### src/rtl/dds_uart_pkg.sv
// Shared constants and helpers for the DDS control UART link: frame
// header/trailer bytes, frame-FSM encoding and the baud divider.
package dds_uart_pkg;

  localparam logic [7:0] HEAD1_DEF = 8'hAA;
  localparam logic [7:0] HEAD2_DEF = 8'h55;
  localparam logic [7:0] END_DEF   = 8'hCE;

  typedef enum logic [1:0] {
    ST_IDLE = 2'd0,
    ST_SEND = 2'd1,
    ST_DONE = 2'd2
  } frame_state_t;

  // Cycles per bit, truncating.
  function automatic int baud_div(input int clk_freq, input int bps);
    return clk_freq / bps;
  endfunction

endpackage

### src/rtl/uart_frame_encode_if.sv
// Request handshake for the frame encoder: address byte, payload, valid/ready.
interface uart_frame_encode_if #(
  parameter int PAYLOAD_BYTES = 7
);
  logic [7:0]                 req_addr;
  logic [8*PAYLOAD_BYTES-1:0] req_data;
  logic                       req_valid;
  logic                       req_ready;

  modport master (output req_addr, req_data, req_valid, input req_ready);
  modport slave  (input req_addr, req_data, req_valid, output req_ready);
endinterface

### src/rtl/uart_frame_encode_byte_ser.sv
// 8N1 byte serializer: start bit, 8 data bits LSB first, stop bit, each held
// BAUD_DIV cycles. A load on the byte_done cycle chains bytes with no gap.
module uart_byte_ser #(
  parameter int BAUD_DIV = 434
) (
  input  logic       sys_clk,
  input  logic       sys_rst_n,
  input  logic       load,
  input  logic [7:0] data,
  output logic       uart_txd,
  output logic       byte_done
);
  localparam int CW = (BAUD_DIV > 1) ? $clog2(BAUD_DIV) : 1;

  logic          active;
  logic [3:0]    bit_idx;
  logic [CW-1:0] cnt;
  logic [7:0]    shreg;

  // bit_idx: 0 = start, 1..8 = data, 9 = stop
  assign byte_done = active && (cnt == '0) && (bit_idx == 4'd9);

  always_ff @(posedge sys_clk) begin
    if (!sys_rst_n) begin
      active   <= 1'b0;
      bit_idx  <= '0;
      cnt      <= '0;
      shreg    <= '0;
      uart_txd <= 1'b1;
    end else if (load) begin
      active   <= 1'b1;
      bit_idx  <= '0;
      cnt      <= CW'(BAUD_DIV - 1);
      shreg    <= data;
      uart_txd <= 1'b0;
    end else if (byte_done) begin
      active   <= 1'b0;
      bit_idx  <= '0;
      uart_txd <= 1'b1;
    end else if (active) begin
      if (cnt == '0) begin
        cnt     <= CW'(BAUD_DIV - 1);
        bit_idx <= bit_idx + 4'd1;
        if (bit_idx == 4'd8) begin
          uart_txd <= 1'b1;
        end else begin
          uart_txd <= shreg[0];
          shreg    <= {1'b0, shreg[7:1]};
        end
      end else begin
        cnt <= cnt - 1'b1;
      end
    end
  end

endmodule

### src/rtl/uart_frame_encode.sv
// Frame transmitter: wraps addr + payload as HEAD1 HEAD2 ADDR payload END and
// streams the bytes through the 8N1 serializer.
module uart_frame_encode
  import dds_uart_pkg::*;
#(
  parameter int         UART_BPS      = 115200,
  parameter int         CLK_FREQ      = 50000000,
  parameter logic [7:0] HEAD_FREAME_1 = HEAD1_DEF,
  parameter logic [7:0] HEAD_FREAME_2 = HEAD2_DEF,
  parameter logic [7:0] END_FREAME    = END_DEF,
  parameter int         PAYLOAD_BYTES = 7
) (
  input  logic                sys_clk,
  input  logic                sys_rst_n,
  uart_frame_encode_if.slave  req,
  output logic                busy,
  output logic                frame_done,
  output logic                uart_txd
);
  localparam int BAUD_DIV  = baud_div(CLK_FREQ, UART_BPS);
  localparam int FRAME_LEN = PAYLOAD_BYTES + 4;
  localparam int IW        = $clog2(FRAME_LEN);
  localparam logic [IW-1:0] LAST_IDX = IW'(FRAME_LEN - 1);

  frame_state_t               state, state_n;
  logic [IW-1:0]              idx, idx_n, sel;
  logic                       first, first_n;
  logic                       load, byte_done, ready_q;
  logic [7:0]                 addr_q, tx_byte;
  logic [8*PAYLOAD_BYTES-1:0] data_q, data_sh;

  assign req.req_ready = ready_q;

  always_ff @(posedge sys_clk) begin
    if (!sys_rst_n) begin
      state      <= ST_IDLE;
      idx        <= '0;
      first      <= 1'b0;
      addr_q     <= '0;
      data_q     <= '0;
      ready_q    <= 1'b1;
      busy       <= 1'b0;
      frame_done <= 1'b0;
    end else begin
      state      <= state_n;
      idx        <= idx_n;
      first      <= first_n;
      ready_q    <= (state_n == ST_IDLE);
      busy       <= (state_n != ST_IDLE);
      frame_done <= (state_n == ST_DONE);
      if (state == ST_IDLE && req.req_valid) begin
        addr_q <= req.req_addr;
        data_q <= req.req_data;
      end
    end
  end

  // On a byte_done the next byte is loaded in the same cycle (sel = idx+1),
  // so the next start bit follows the stop bit without an idle gap.
  always_comb begin
    state_n = state;
    idx_n   = idx;
    first_n = first;
    load    = 1'b0;
    sel     = idx;
    case (state)
      ST_IDLE: begin
        if (req.req_valid) begin
          state_n = ST_SEND;
          idx_n   = '0;
          first_n = 1'b1;
        end
      end
      ST_SEND: begin
        if (first) begin
          load    = 1'b1;
          first_n = 1'b0;
        end else if (byte_done) begin
          if (idx == LAST_IDX) begin
            state_n = ST_DONE;
          end else begin
            idx_n = idx + 1'b1;
            sel   = idx + 1'b1;
            load  = 1'b1;
          end
        end
      end
      ST_DONE: state_n = ST_IDLE;
      default: state_n = ST_IDLE;
    endcase
  end

  assign data_sh = data_q << (8 * (int'(sel) - 3));

  always_comb begin
    tx_byte = END_FREAME;
    if (sel == IW'(0))           tx_byte = HEAD_FREAME_1;
    else if (sel == IW'(1))      tx_byte = HEAD_FREAME_2;
    else if (sel == IW'(2))      tx_byte = addr_q;
    else if (sel != LAST_IDX)    tx_byte = data_sh[8*PAYLOAD_BYTES-1 -: 8];
  end

  uart_byte_ser #(.BAUD_DIV(BAUD_DIV)) u_ser (
    .sys_clk   (sys_clk),
    .sys_rst_n (sys_rst_n),
    .load      (load),
    .data      (tx_byte),
    .uart_txd  (uart_txd),
    .byte_done (byte_done)
  );

endmodule
### src/flat_wrapper.sv
// flat-port wrapper written by rule: the top's interface ports become plain ports
module uart_frame_encode_flat import dds_uart_pkg::*;
#(
  parameter int         UART_BPS      = 115200,
  parameter int         CLK_FREQ      = 50000000,
  parameter logic [7:0] HEAD_FREAME_1 = HEAD1_DEF,
  parameter logic [7:0] HEAD_FREAME_2 = HEAD2_DEF,
  parameter logic [7:0] END_FREAME    = END_DEF,
  parameter int         PAYLOAD_BYTES = 7
)
  (sys_clk, sys_rst_n, busy, frame_done, uart_txd, req_req_addr, req_req_data, req_req_valid, req_req_ready);
  uart_frame_encode_if #(.PAYLOAD_BYTES(PAYLOAD_BYTES)) req_i ();
  input  logic sys_clk;
  input  logic sys_rst_n;
  output logic busy;
  output logic frame_done;
  output logic uart_txd;
  input wire logic [$bits(req_i.req_addr)-1:0] req_req_addr;
  input wire logic [$bits(req_i.req_data)-1:0] req_req_data;
  input wire logic [$bits(req_i.req_valid)-1:0] req_req_valid;
  output wire logic [$bits(req_i.req_ready)-1:0] req_req_ready;
  assign req_i.req_addr = req_req_addr;
  assign req_i.req_data = req_req_data;
  assign req_i.req_valid = req_req_valid;
  assign req_req_ready = req_i.req_ready;
  uart_frame_encode #(.UART_BPS(UART_BPS), .CLK_FREQ(CLK_FREQ), .HEAD_FREAME_1(HEAD_FREAME_1), .HEAD_FREAME_2(HEAD_FREAME_2), .END_FREAME(END_FREAME), .PAYLOAD_BYTES(PAYLOAD_BYTES)) u_core (.sys_clk(sys_clk), .sys_rst_n(sys_rst_n), .req(req_i), .busy(busy), .frame_done(frame_done), .uart_txd(uart_txd));
endmodule
### config.mk
export PLATFORM = sky130hd
export DESIGN_NAME = uart_frame_encode_flat
export DESIGN_NICKNAME = d
export VERILOG_FILES = /design/src/rtl/dds_uart_pkg.sv /design/src/rtl/uart_frame_encode_if.sv /design/src/rtl/uart_frame_encode_byte_ser.sv /design/src/rtl/uart_frame_encode.sv /design/src/flat_wrapper.sv
export SDC_FILE = /design/constraint.sdc
export NUM_CORES = 1
export LEC_CHECK = 0
export ABC_AREA = 1
export CAP_MARGIN = 5
export CORE_ASPECT_RATIO = 1.75
export CORE_MARGIN = 2
export CORE_UTILIZATION = 55
export DETAILED_ROUTE_END_ITERATION = 6
export PLACE_DENSITY = 0.78
export SETUP_SLACK_MARGIN = 0.2
export SLEW_MARGIN = 20
export SYNTH_ARGS = -nofsm -noshare
export SYNTH_HDL_FRONTEND = slang
export SYNTH_HIERARCHICAL = 1
export SYNTH_SLANG_ARGS = --single-unit
### constraint.sdc
create_clock -name sys_clk -period 4.76 [get_ports sys_clk]
set_clock_uncertainty 0.15 [all_clocks]
set_input_delay 0.952 -clock sys_clk [delete_from_list [all_inputs] [get_ports sys_clk]]
set_output_delay 0.952 -clock sys_clk [all_outputs]
set_load 0.02 [all_outputs]
==> flow_metrics.tcl <==
set metrics [dict create \
    path_clk_slew_ps 70 \
    synth_simple_gate_area_share_pct 34.4 \
    drive_above_1_share_pct 9.01 \
    final_cells 908 \
    grt_overflow 0 \
    post_synth_num_cell_types 38 \
    syn_inst 722 \
    clk_latency_ps 350 \
    syn_area_per_cell_um2 6.91 \
    rsz0062_at_grt "false" \
    yosys.area.top_type "dfxtp_1" \
    r2r_start "u_core/u_ser/cnt[0]" \
    crit_top_cell "nand2_1" \
    syn_area_mm2 0.00499 \
    synth_compound_area_share_pct 15.3 \
    yosysWarnings 6 \
    rr_worst_depth 28 \
    postPlaceCellArea_mm2 0.00574 \
    diodes 0 \
    ys_seq_area_share_pct 38.9 \
    cts_buffers 9 \
    nets 861 \
    hold_viol_final 0 \
    post-route-drc-count 0 \
    ant_nets 0 \
    critPathRequiredTime_ps 4840 \
    yosysTopAreaCellShare_pct 38.9 \
    finalCriticalPeriod_ps 4070 \
    dp.cells 885 \
    clockRootBuffer "clkbuf_16" \
    grt_pass1_wl_mm 20.6 \
    htree_levels 3 \
    drt-total-wl_mm 12.6 \
    hp-start "u_core/u_ser/cnt[1]" \
    core_area_mm2 0.00892 \
    whs_ps 311 \
    synthTopCellsByArea "dfxtp_1 (39%), nor2_1 (11%), nand2_1 (9.7%)" \
    status "complete, no violations" \
    fmaxAchievable_mhz 246 \
    boundaryPins 71 \
    crit_buf_inv 7 \
    io_buffers 70 \
    fp.dieH_um 130 \
    syn-num-nets 800 \
    synth_top_family_by_area "simple AND/OR/NAND/NOR gates" \
    cts_hold_buf 0 \
    cp.arrival_ps 4150 \
    fin_crit_sh_pct 85.5 \
    rows 46 \
    crit_path_end_kind "flop" \
    slew_viol_final 0 \
    first_global_vias 4694 \
    grt_max_degree 77 \
    clock-sinks 97 \
    finalSetupTns_ps 0 \
    synth-xor-area-share_pct 1.23 \
    syn_to_final_growth_pct 22.9 \
    place.gp.congestion 0.950 \
    hold_path.class "flop to flop" \
    maxSlewHeadroom_pct 44.8 \
    cp_top_family "simple AND/OR/NAND/NOR gates" \
    min_to "u_core/u_ser/cnt[1]" \
    drt-initial-drc-count 313 \
    dieArea_mm2 0.00987 \
    peakVddDrop_mv 0.282 \
    synthAdderAreaFrac_pct 2.76 \
    reg2reg_to "u_core/u_ser/shreg[0]" \
    p_leak_nw 2.57 \
    synthMuxAreaShare_pct 0 \
    cpMaxStageDelayCell "ha_2" \
    max_stage_delay_ps 490 \
    antenna_found_initial 0 \
    viasPerCell 5.37 \
    ff2ff_setup_slack_ps 690 \
    synth_seq_cells 97 \
    grtUsageTotal_pct 25.9 \
    die_x_um 76.0 \
    dp_hpwl_mm 9.05 \
    drt-wirelength-per-cell_um 13.8 \
    cp-start-kind "flop" \
    dr_total_vias 4878 \
    crit_fanout 17 \
    setup_viol 0 \
    drt_first_pass_iters 5 \
    postLayoutCellArea_mm2 0.00613 \
    start_util_pct 55.9 \
    crit_type "flop to flop" \
    p_per_area_mw_per_mm2 325 \
    whs_path_depth 2 \
    cts_tree "yes" \
    cts_buffer_depth 2 \
    worst_pin_slew_ps 828 \
    maxCapViolCount 0 \
]
## report_power, final
part / total (mW) / leakage [nW] / switching [mW] / internal, mW
Clock: 0.791 / 0.160 / 0.312 / 0.479
Sequential: 0.907 / 0.799 / 0.0375 / 0.870
Combinational: 0.293 / 1.61 / 0.168 / 0.125
Total: 1.99 / 2.57 / 0.518 / 1.47
## cell families (layout without fill, tap and decap cells)
kind of cell               Yosys count  after routing
AOI/OAI and AO/OA                  143            143
xor gates and xnor gates             4              4
adders and majority gates           11             11
buffers and inverters               94            160
DFF                                 97             97
and+or+nand+nor                    373            373
## worst reg2reg max path: cells and delay by family, from the launching register on
| kind | cells | cell delay (ps) |
|---|---|---|
| AO/OA/AOI/OAI | 5 | 660 |
| adder cells (fa/ha/maj) | 2 | 690 |
| buffers and inverters | 7 | 960 |
| flip-flops | 1 | 340 |
| AND/OR/NAND/NOR | 14 | 1180 |
## final cells by class
| cell class | instances | area (µm²) |
|---|---|---|
| clock inverter | 5 | 86.3 |
| inverter | 63 | 249 |
| clock buffer | 11 | 243 |
| tap | 120 | 150 |
| fill | 756 | 2790 |
| sequential | 97 | 1940 |
| multi-input combinational | 531 | 2680 |
| timing repair buffer | 81 | 782 |
## routing by layer
| layer | up-vias | wire, µm | global-route usage (%) |
|---|---|---|---|
| met1 | 2229 | 4740 | 26.7 |
| li1 | 2460 | - | - |
| met2 | 147 | 6750 | 48.9 |
| met4 | 0 | 628 | 16.5 |
| met5 | - | 0 | 0 |
| met3 | 42 | 445 | 4.08 |
## how the worst max path moves through the flow
stage                        start               endpoint  depth (start not counted)  slack (ps)
2_1_floorplan  u_core/u_ser/cnt[0]  u_core/u_ser/shreg[0]                         29        1070
3_3_place_gp   u_core/u_ser/cnt[0]  u_core/u_ser/shreg[5]                         28         670
3_5_place_dp   u_core/u_ser/cnt[0]  u_core/u_ser/shreg[4]                         26         450
4_1_cts        u_core/u_ser/cnt[0]  u_core/u_ser/shreg[1]                         29         360
5_1_grt        u_core/u_ser/cnt[0]  u_core/u_ser/shreg[1]                         29         220
6_report       u_core/u_ser/cnt[0]  u_core/u_ser/shreg[0]                         28         690
## cell usage after synthesis
cell type and instances:
o21ai_0 85, o211ai_1 11, clkbuf_2 1, a21oi_2 1, nor2_1 147, xor2_2 1
nand3_4 1, nand2_2 7, a211oi_1 1, nor3_1 6, nand3_1 48, clkinv_1 1
nand3b_1 8, inv_2 5, nand2_1 129, buf_4 2, or2_1 1, inv_4 3
buf_2 2, xor2_4 1, nand2_4 6, nand4_4 1, xor2_1 1, nand3_2 4
ha_1 11, nand4_1 3, nor2_2 3, or2_0 3, clkbuf_1 24, nor2_4 3
inv_1 54, o21ai_1 2, dfxtp_1 97, nor2_8 3, a21oi_1 42, o21ai_4 1
buf_1 2, xnor2_1 1
## flip-flops by register name (all words and copies together) (netlist names)
name / flops
u_core/u_ser/cnt: 9
u_core/first: 1
u_core/frame_done: 1
u_core/state: 2
u_core/u_ser/uart_txd: 1
u_core/data_q: 56
u_core/addr_q: 8
u_core/u_ser/active: 1
u_core/u_ser/shreg: 8
u_core/u_ser/bit_idx: 4
u_core/idx: 4
u_core/busy: 1
u_core/req.req_ready: 1
## through the flow
step / power (mW) / worst slack, ps / utilization, %
5_1_grt: 2.07 / 217 / 68.7
4_1_cts: 2.00 / 360 / 68.0
3_5_place_dp: 1.21 / 453 / 64.3
2_1_floorplan: 1.10 / 1070 / -
6_report: 1.99 / 690 / 68.7
3_3_place_gp: 1.20 / 672 / 64.3
## repair_timing
item / 4_1_cts / 5_1_grt
resized for setup: 0 / 3
endpoints found under the setup margin: 0 / 8
setup buffers: 0 / 7
## layout by cell type (no fill, tap or decap), drive strengths merged
master         Yosys  routed
nor2             156     156
nand2            142     142
dfxtp             97      97
o21ai             88      88
clkdlybuf4s50      0      69
inv               62      62
nand3             53      53
a21oi             43      43
buf                6      12
o211ai            11      11
ha                11      11
clkbuf            25      11
nand3b             8       8
nor3               6       6
nand4              4       4
or2                4       4
clkinv             1       3
xor2               3       3
bufinv             0       2
clkinvlp           0       1
xnor2              1       1
a211oi             1       1
Note: power is estimated with default switching activity, not from simulation.
